## src/rtl/clk_meter_pkg.sv

```systemverilog
// Shared FSM type and sizing helpers for the clock frequency meter.
// Latency: none, compile-time declarations only.
// Backpressure: none, no datapath in this file.
package clk_meter_pkg;

    // Meter lifecycle: idle, counting towards lock, locked.
    typedef enum logic [1:0] {
        DISABLED = 2'd0,
        ACQUIRE  = 2'd1,
        LOCKED   = 2'd2
    } meter_state_t;

    // Default synchronizer depth for slow asynchronous status inputs.
    localparam int SYNC_STAGES_DEF = 2;

    // Width of a counter that runs 0..gate_cycles-1. A floor of 1 bit keeps
    // degenerate parameter sets elaborating so the top-level checks can report them.
    function automatic int gate_cnt_w(input int gate_cycles);
        return (gate_cycles > 1) ? $clog2(gate_cycles) : 1;
    endfunction

endpackage

```

## src/rtl/clk_freq_meter_sync_edge.sv

```systemverilog
// Synchronizes an asynchronous level and flags every transition (both polarities).
// Latency: edge_o rises STAGES cycles after the input change and is counted one cycle later.
// Backpressure: none, free-running and always sampling.
module sync_edge
    import clk_meter_pkg::*;
#(
    parameter int STAGES = SYNC_STAGES_DEF
) (
    input  logic clk_i,
    input  logic rst_n_i,
    input  logic async_i,
    output logic edge_o
);

    logic [STAGES-1:0] sync_q;
    logic              hist_q;

    if (STAGES < 1) begin : g_chk_stages
        $error("sync_edge: STAGES must be at least 1");
    end

    // Shift chain into the clock domain, plus one history flop behind the last stage.
    // The history keeps tracking even while the consumer ignores edges, so a
    // consumer that is re-enabled never sees a stale difference.
    always_ff @(posedge clk_i or negedge rst_n_i) begin
        if (!rst_n_i) begin
            sync_q <= '0;
            hist_q <= 1'b0;
        end else begin
            sync_q <= (sync_q << 1) | STAGES'(async_i);
            hist_q <= sync_q[STAGES-1];
        end
    end

    assign edge_o = sync_q[STAGES-1] ^ hist_q;

endmodule

```

## src/rtl/clk_freq_meter.sv

```systemverilog
// Counts toggles of a divided generated clock per gate window and qualifies lock.
// Latency: window results appear the cycle after gate==GATE_CYCLES-1; tick to count is 3 cycles.
// Backpressure: none, results are single-cycle pulses with levels held until the next window.
module clk_freq_meter
    import clk_meter_pkg::*;
#(
    parameter int GATE_CYCLES  = 100000,
    parameter int CNT_W        = 20,
    parameter int EXP_MIN      = 24900,
    parameter int EXP_MAX      = 25100,
    parameter int GOOD_WINDOWS = 4
) (
    input  logic             clk_i,
    input  logic             rst_n_i,
    input  logic             enable_i,
    input  logic             tick_i,
    output logic [CNT_W-1:0] count_o,
    output logic             count_valid_o,
    output logic             in_range_o,
    output logic             stalled_o,
    output logic             locked_o
);

    localparam int                GATE_W    = gate_cnt_w(GATE_CYCLES);
    localparam int                GOOD_W    = $clog2(GOOD_WINDOWS + 1);
    localparam logic [GATE_W-1:0] GATE_LAST = GATE_W'(GATE_CYCLES - 1);
    localparam logic [CNT_W-1:0]  CNT_MAX   = {CNT_W{1'b1}};
    localparam logic [GOOD_W-1:0] GOOD_TGT  = GOOD_W'(GOOD_WINDOWS);

    if (EXP_MIN > EXP_MAX) begin : g_chk_band
        $error("clk_freq_meter: EXP_MIN must not exceed EXP_MAX");
    end
    if (GATE_CYCLES < 2) begin : g_chk_gate
        $error("clk_freq_meter: GATE_CYCLES must be at least 2");
    end
    if (GOOD_WINDOWS < 1) begin : g_chk_good
        $error("clk_freq_meter: GOOD_WINDOWS must be at least 1");
    end

    logic                edge_det;
    logic                win_end;
    logic                win_ok;
    logic [CNT_W-1:0]    edge_sum;
    logic [31:0]         sum_ext;
    logic [GOOD_W-1:0]   good_inc;

    logic [GATE_W-1:0]   gate_q,     gate_d;
    logic [CNT_W-1:0]    edge_cnt_q, edge_cnt_d;
    logic [GOOD_W-1:0]   good_q,     good_d;
    meter_state_t        state_q,    state_d;
    logic [CNT_W-1:0]    count_q,    count_d;
    logic                valid_q,    valid_d;
    logic                in_range_q, in_range_d;
    logic                stalled_q,  stalled_d;

    sync_edge #(
        .STAGES (SYNC_STAGES_DEF)
    ) u_sync_edge (
        .clk_i   (clk_i),
        .rst_n_i (rst_n_i),
        .async_i (tick_i),
        .edge_o  (edge_det)
    );

    // Closing count including an edge seen on this cycle, saturating at all-ones.
    // Saturation needs no special case in the band compare: an all-ones count only
    // lands in range when EXP_MAX reaches that value.
    always_comb begin
        edge_sum = edge_cnt_q;
        if (edge_det && (edge_cnt_q != CNT_MAX)) begin
            edge_sum = edge_cnt_q + CNT_W'(1);
        end
        sum_ext  = 32'(edge_sum);
        win_end  = enable_i && (gate_q == GATE_LAST);
        win_ok   = (sum_ext >= 32'(EXP_MIN)) && (sum_ext <= 32'(EXP_MAX));
        good_inc = good_q + GOOD_W'(1);
    end

    // Gate and edge counters: run only while enabled, restart together at window end
    // so an edge on the last gate cycle lands in the closing window exactly once.
    always_comb begin
        gate_d     = '0;
        edge_cnt_d = '0;
        if (enable_i) begin
            if (win_end) begin
                gate_d     = '0;
                edge_cnt_d = '0;
            end else begin
                gate_d     = gate_q + GATE_W'(1);
                edge_cnt_d = edge_sum;
            end
        end
    end

    // Window reporting and lock qualification; disabling wipes status and the
    // partial window without producing a result pulse.
    always_comb begin
        state_d    = state_q;
        good_d     = good_q;
        count_d    = count_q;
        valid_d    = 1'b0;
        in_range_d = in_range_q;
        stalled_d  = stalled_q;

        if (!enable_i) begin
            state_d    = DISABLED;
            good_d     = '0;
            count_d    = '0;
            in_range_d = 1'b0;
            stalled_d  = 1'b0;
        end else begin
            if (state_q == DISABLED) begin
                state_d = ACQUIRE;
                good_d  = '0;
            end
            if (win_end) begin
                count_d    = edge_sum;
                valid_d    = 1'b1;
                in_range_d = win_ok;
                stalled_d  = (edge_sum == '0);
                case (state_q)
                    LOCKED: begin
                        if (!win_ok) begin
                            state_d = ACQUIRE;
                            good_d  = '0;
                        end
                    end
                    default: begin
                        state_d = ACQUIRE;
                        if (!win_ok) begin
                            good_d = '0;
                        end else if (good_inc >= GOOD_TGT) begin
                            state_d = LOCKED;
                            good_d  = GOOD_TGT;
                        end else begin
                            good_d = good_inc;
                        end
                    end
                endcase
            end
        end
    end

    // State registers; everything clears asynchronously.
    always_ff @(posedge clk_i or negedge rst_n_i) begin
        if (!rst_n_i) begin
            gate_q     <= '0;
            edge_cnt_q <= '0;
            good_q     <= '0;
            state_q    <= DISABLED;
            count_q    <= '0;
            valid_q    <= 1'b0;
            in_range_q <= 1'b0;
            stalled_q  <= 1'b0;
        end else begin
            gate_q     <= gate_d;
            edge_cnt_q <= edge_cnt_d;
            good_q     <= good_d;
            state_q    <= state_d;
            count_q    <= count_d;
            valid_q    <= valid_d;
            in_range_q <= in_range_d;
            stalled_q  <= stalled_d;
        end
    end

    // Windows are at least two cycles long, so result pulses never touch.
    a_valid_single: assert property (@(posedge clk_i) disable iff (!rst_n_i)
        count_valid_o |=> !count_valid_o);

    assign count_o       = count_q;
    assign count_valid_o = valid_q;
    assign in_range_o    = in_range_q;
    assign stalled_o     = stalled_q;
    assign locked_o      = (state_q == LOCKED);

endmodule

```

## config.mk

```make
export PLATFORM = sky130hd
export DESIGN_NAME = clk_freq_meter
export DESIGN_NICKNAME = d
export VERILOG_FILES = /design/src/rtl/clk_meter_pkg.sv /design/src/rtl/clk_freq_meter_sync_edge.sv /design/src/rtl/clk_freq_meter.sv
export SDC_FILE = /design/constraint.sdc
export NUM_CORES = 1
export LEC_CHECK = 0
export ABC_AREA = 1
export CAP_MARGIN = 20
export CORE_ASPECT_RATIO = 0.8
export CORE_UTILIZATION = 45
export CTS_BUF_LIST = sky130_fd_sc_hd__clkbuf_16
export DETAILED_ROUTE_END_ITERATION = 16
export GPL_TIMING_DRIVEN = 1
export PLACE_DENSITY_LB_ADDON = 0.15
export SLEW_MARGIN = 20
export SYNTH_ARGS = -nofsm -noshare
export SYNTH_HDL_FRONTEND = slang
export SYNTH_SLANG_ARGS = --single-unit
```

## constraint.sdc

```tcl
create_clock -name clk_i -period 5.1 [get_ports clk_i]
set_input_delay 1.02 -clock clk_i [delete_from_list [all_inputs] [get_ports clk_i]]
set_output_delay 1.02 -clock clk_i [all_outputs]
set_load 0.01 [all_outputs]
```

; ---- Word level (Yosys, flattened, before mapping)
; Cells that the tools add are included.
[word_totals]
reg_bits = 68
input_bits = 4
[classes]
magnitude_cmp = 3
muxes = 27
reduce_logical = 5
bitwise = 2
eq_ne = 4
n_addsub = 3
[ops]
columns = op, count
row1 = $mux 20, 5
row2 = $mux 17, 2
row3 = $mux 3, 7
row4 = $add 20x1->20 const B, 1
row5 = $ge 20x15->1 const B, 1
row6 = $le 20x15->1 const B, 1
row7 = $logic_not 20->1, 1
row8 = $ne 20x20->1 const B, 1
row9 = $add 17x1->17 const B, 1
row10 = $eq 17x17->1 const B, 1
row11 = $mux 2, 7
row12 = $mux 1, 6
row13 = $add 3x1->3 const B, 1
row14 = $ge 3x3->1 const B, 1
row15 = $logic_and 1x1->1, 3
row16 = $eq 2x2->1 const B, 1
row17 = $logic_not 2->1, 1
row18 = $ne 2x1->1 const B, 1
row19 = $or 2x1->2, 1
row20 = $xor 1x1->1, 1

; ---- Logic depth before layout (Yosys ltp)
[depth]
word_depth = 9
mapped_depth = 19
depth_no_buf = 18

; ---- By module
; From an unflattened synthesis, not the netlist that was laid out.
[hier_totals]
hier_cells = 506
area_unflattened_um2 = 3796.1
[modules_own_cells]
columns = mod, n_inst, area_each_um2, seq_area_each_um2, cells_each
row1 = clk_freq_meter, 1, 3702.3, 1626.6, 498
row2 = sync_edge, 1, 93.8, 75.1, 8

; ---- Worst setup path after synthesis
; No wires, ideal clock.
[synth_timing]
path_kind = reg-to-reg
from = register edge_cnt_q[0]
to = register state_q[0]
n_path_buf = 1
path_stages_with_launch = 18
setup_time_ns = 0.113
synth_period_minus_slack_ns = 2.243
slack_ns = 2.857
t_required_ns = 4.987
t_arrival_ns = 2.130
path_cell_list = dfrtp_1 ha_1 inv_1 nor2_2 nand2_1 nor2_2 a21oi_1 buf_6 nand2_1 nand2_2 nand2_1 nor2_2 nand2_1 nand3b_1 nand2_2 nand3_2 nand2_1 inv_1
[synth_via]
elab_chain_len = 9
word_cells_on_any_way = 12
cone_classes = add/sub (1) / order compare (2) / eq/ne (1) / mux (6) / reduce/logical (2)
[synth_rtl]
columns = item, line_no
row1 = from (decl), clk_freq_meter.sv:48  ; logic [CNT_W-1:0] edge_cnt_q, edge_cnt_d;
row2 = from (signal assigned), clk_freq_meter.sv:157  ; edge_cnt_q <= edge_cnt_d;
row3 = branches (longest 2 deep; another with $add 20x1->20), --
row4 = $mux 20 (*), clk_freq_meter.sv:70  ; if (edge_det && (edge_cnt_q != CNT_MAX)) begin
row5 = $ge 20x15->1 or $le 20x15->1 (tied branches), clk_freq_meter.sv:75  ; win_ok = (sum_ext >= 32'(EXP_MIN)) && (sum_ext <= 32'(EXP_MAX));
row6 = $logic_and 1x1->1 (*), clk_freq_meter.sv:75
row7 = "$mux 2, on equally long branches", "clk_freq_meter.sv:130, clk_freq_meter.sv:123"
row8 = $mux 2 (*), clk_freq_meter.sv:121  ; case (state_q)
row9 = $mux 2 (*), clk_freq_meter.sv:116  ; if (win_end) begin
row10 = $mux 2 (*), clk_freq_meter.sv:105  ; if (!enable_i) begin
row11 = via state_d[0], clk_freq_meter.sv:50  ; meter_state_t state_q, state_d;
row12 = to (signal assigned), clk_freq_meter.sv:159  ; state_q <= state_d;
row13 = to (decl), clk_freq_meter.sv:50
; Mark *: on every way through the listed nets, which the timed path passes.
; A chain may end at the register's enable or synchronous reset.

; ---- Worst setup path after layout
; Ends and elaborated chain as after synthesis.

==> metrics.txt <==
RSZ-0062 raised after global routing=no; detailed placement HPWL=6.49 mm; I/O Pins=28; cell chosen for the clock root=clkbuf_16; Final Hold Viols=0; Crit path required time=around 5.3 ns; RePlAce Congestion=just under 0.9; total global routing overflow=0; final setup TNS=0 ns; chip height=roughly 84 um; Post-CTS Setup Inserts=0; Slew @ Worst Pin=0.984 ns; n_diodes=0; initial antenna violation count=0; leak pwr=just over 2 nW; final wirelength=just over 9 mm; Sink Count=slightly below 70; post-route minimum period=slightly above 3 ns; Tcrit/Tclk final=between 60% and 70%; Resize count post-CTS=0; DRT iter0 DRCs=about 290; Critical Path AT=about 3.3 ns; predominant post-synthesis flop cell=dfrtp_1; Critical Path Fanout Max=11; area grow syn2layout=16.5%; H-tree levels=3; Fin Clk Skew=roughly 0.0056 ns; Syn Area/Cell=around 7.3 um2; Row Count=29; # port buffers=27; flops & latches, synth=68; Hold Buf Count CTS=0; First-pass DRT Iterations=5; via count=3358; Core Box Area=roughly 0.008 mm2; EDFF count, synth=0; GR Util All Layers=roughly 23%; largest net degree at the start of global routing=69; share of cells above drive strength 1=about 8.6%; clock slew at reported path FFs=about 0.05 ns; PwrDens=between 300 and 400 mW/mm2; Starting Density=roughly 47%; status=complete, no violations; Post-DRT Antenna Nets=0; DIE WIDTH=105 um; routed len/inst=around 14 um; Max IR drop VDD=between 150 and 200 uV; Setup crit end kind=flip-flop; endpoints failing setup=0; Syn Inst Count=approximately 520; Max Clock Freq=about 320 MHz; crit start category=flip-flop; HP Class=flip-flop to flip-flop; post-route setup slack=approximately 2 ns; post-synth net total=around 530; max-cap violation count=0; Unique masters post-synth=31; ys async rst share=100%; CTS tree=built; Vias per Instance=approximately 5.1; yosys warns=0; Rel. slew slack=34.0%; Final Max Slew Viols=0; post-synthesis sequential area ratio=about 45%; number of CTS-inserted buffers=9; drt drc=0; CTS Buffer Depth=2; Clock Latency Late Sink=between 0.3 and 0.4 ns; WS Path Type=flip-flop to flip-flop; final-stage net count=~560; Synth Cell Area=~0.0038 mm2; first-pass GRT wire length=15.8 mm; setup slack at placement=around 1.9 ns; vias in the first global route=about 3200; full die area=0.00883 mm2
[area by class of cell]
class / count / area [um2]
inverters: 63 / 236
multi-input cells: 379 / 1800
fillers: 784 / 3620
flip-flops and latches: 68 / 1700
clock buffers: 9 / 225
clock inverters: 7 / 58.8
repair buffers: 29 / 280
well taps: 108 / 135
[cells in the final DEF (no fill, tap or decap), drive strengths merged, types with 2 or more instances in the layout]
cell           synthesis  routed
clkinv                 0       5
a31oi                  2       2
xor2                   9       9
nor3                   9       9
inv                   63      63
nand3b                 2       2
nor4                   6       6
buf                    4       3
o21ai                 36      36
nand3                 32      32
nand2                162     162
nor2                  84      84
ha                     3       3
clkdlybuf4s50          0      26
a21oi                 14      14
o21bai                 2       2
dfrtp                 68      68
xnor2                  3       3
clkbuf                 7       9
nand4                 11      11
[final timing paths]
kind                            slack, ns  depth (start not counted)             startpoint               endpoint
worst max-delay path                 2.00                         16          edge_cnt_q[0]             state_q[0]
worst min-delay path                 0.35                          0  u_sync_edge.sync_q[0]  u_sync_edge.sync_q[1]
worst max register to register       2.00                         16          edge_cnt_q[0]             state_q[0]
worst min register to register       0.35                          0  u_sync_edge.sync_q[0]  u_sync_edge.sync_q[1]
max in group asynchronous            3.65                          2                rst_n_i             state_q[1]
min in group asynchronous            0.89                          2                rst_n_i         edge_cnt_q[19]
[kinds of logic after synthesis]
kind of cell / after synthesis / synth area share (%)
XOR/XNOR: 12 / 2.96
AND/OR/NAND/NOR: 308 / 35.2
AO/OA/AOI/OAI: 56 / 8.06
flip-flops: 68 / 44.7
adder cells (fa/ha/maj): 3 / 0.987
buffers and inverters: 74 / 8.09
[registers in the layout, indices dropped and copies added, names as in the netlist]
name,count
u_sync_edge.sync_q,2
u_sync_edge.hist_q,1
in_range_o,1
state_q,2
good_q,3
count_valid_o,1
count_o,20
gate_q,17
stalled_o,1
edge_cnt_q,20
[metal layers]
| layer | up-vias | wire (um) | global-route usage [%] |
|---|---|---|---|
| met5 | - | 0 | 0 |
| met4 | 0 | 121 | 7.68 |
| met3 | 13 | 442 | 5.05 |
| met2 | 95 | 3730 | 32.1 |
| met1 | 1542 | 4880 | 35.6 |
| li1 | 1708 | - | - |
[stage by stage]
| step | cell area [um2] | total power [mW] | instances | hold slack, ns | util (%) |
|---|---|---|---|---|---|
| floorplan | 3800 | 0.693 | 521 | 0.331 | - |
| global placement | 4150 | 0.734 | 647 | 0.332 | 51.5 |
| detailed placement | 4150 | 0.738 | 647 | 0.345 | 51.5 |
| CTS | 4430 | 1.34 | 663 | 0.358 | 55.0 |
| global route | 4430 | 1.39 | 663 | 0.367 | 55.0 |
| finish | 4430 | 1.33 | 663 | 0.351 | 55.0 |
[critical path, cell delays in order, from the launching register on]
cell and delay [ns]:
dfrtp_1 0.47, ha_1 0.32, inv_1 0.09, nor2_2 0.04
nand2_1 0.12, nor2_2 0.06, a21oi_1 0.74, nand2_1 0.22
nand2_4 0.16, nand2_2 0.08, nor2_2 0.15, nand2_1 0.06
nand3b_1 0.17, nand2_2 0.12, nand3_2 0.09, nand2_1 0.07
inv_1 0.04
[cell usage after synthesis (3+ instances only)]
library cell	number	area, um2
ha_1	3	37.5
a21oi_1	12	60.1
nand3_2	3	30.0
nand3_1	29	145
nand4_1	11	68.8
nor2_2	8	50.1
nor2_1	76	285
buf_6	4	45.0
nor4_1	6	37.5
o21ai_0	33	165
xnor2_1	3	26.3
nand2_1	148	556
dfrtp_1	68	1700
nand2_2	13	81.3
xor2_1	8	70.1
nor3_1	9	45.0
clkbuf_1	7	26.3
inv_1	61	229
[power by group]
group	leakage, nW	internal, mW	switching (mW)
clock network	0.141	0.371	0.230
logic	0.989	0.0459	0.114
registers	0.929	0.553	0.0168
total	2.06	0.970	0.360
(Power assumes the default switching activity.)
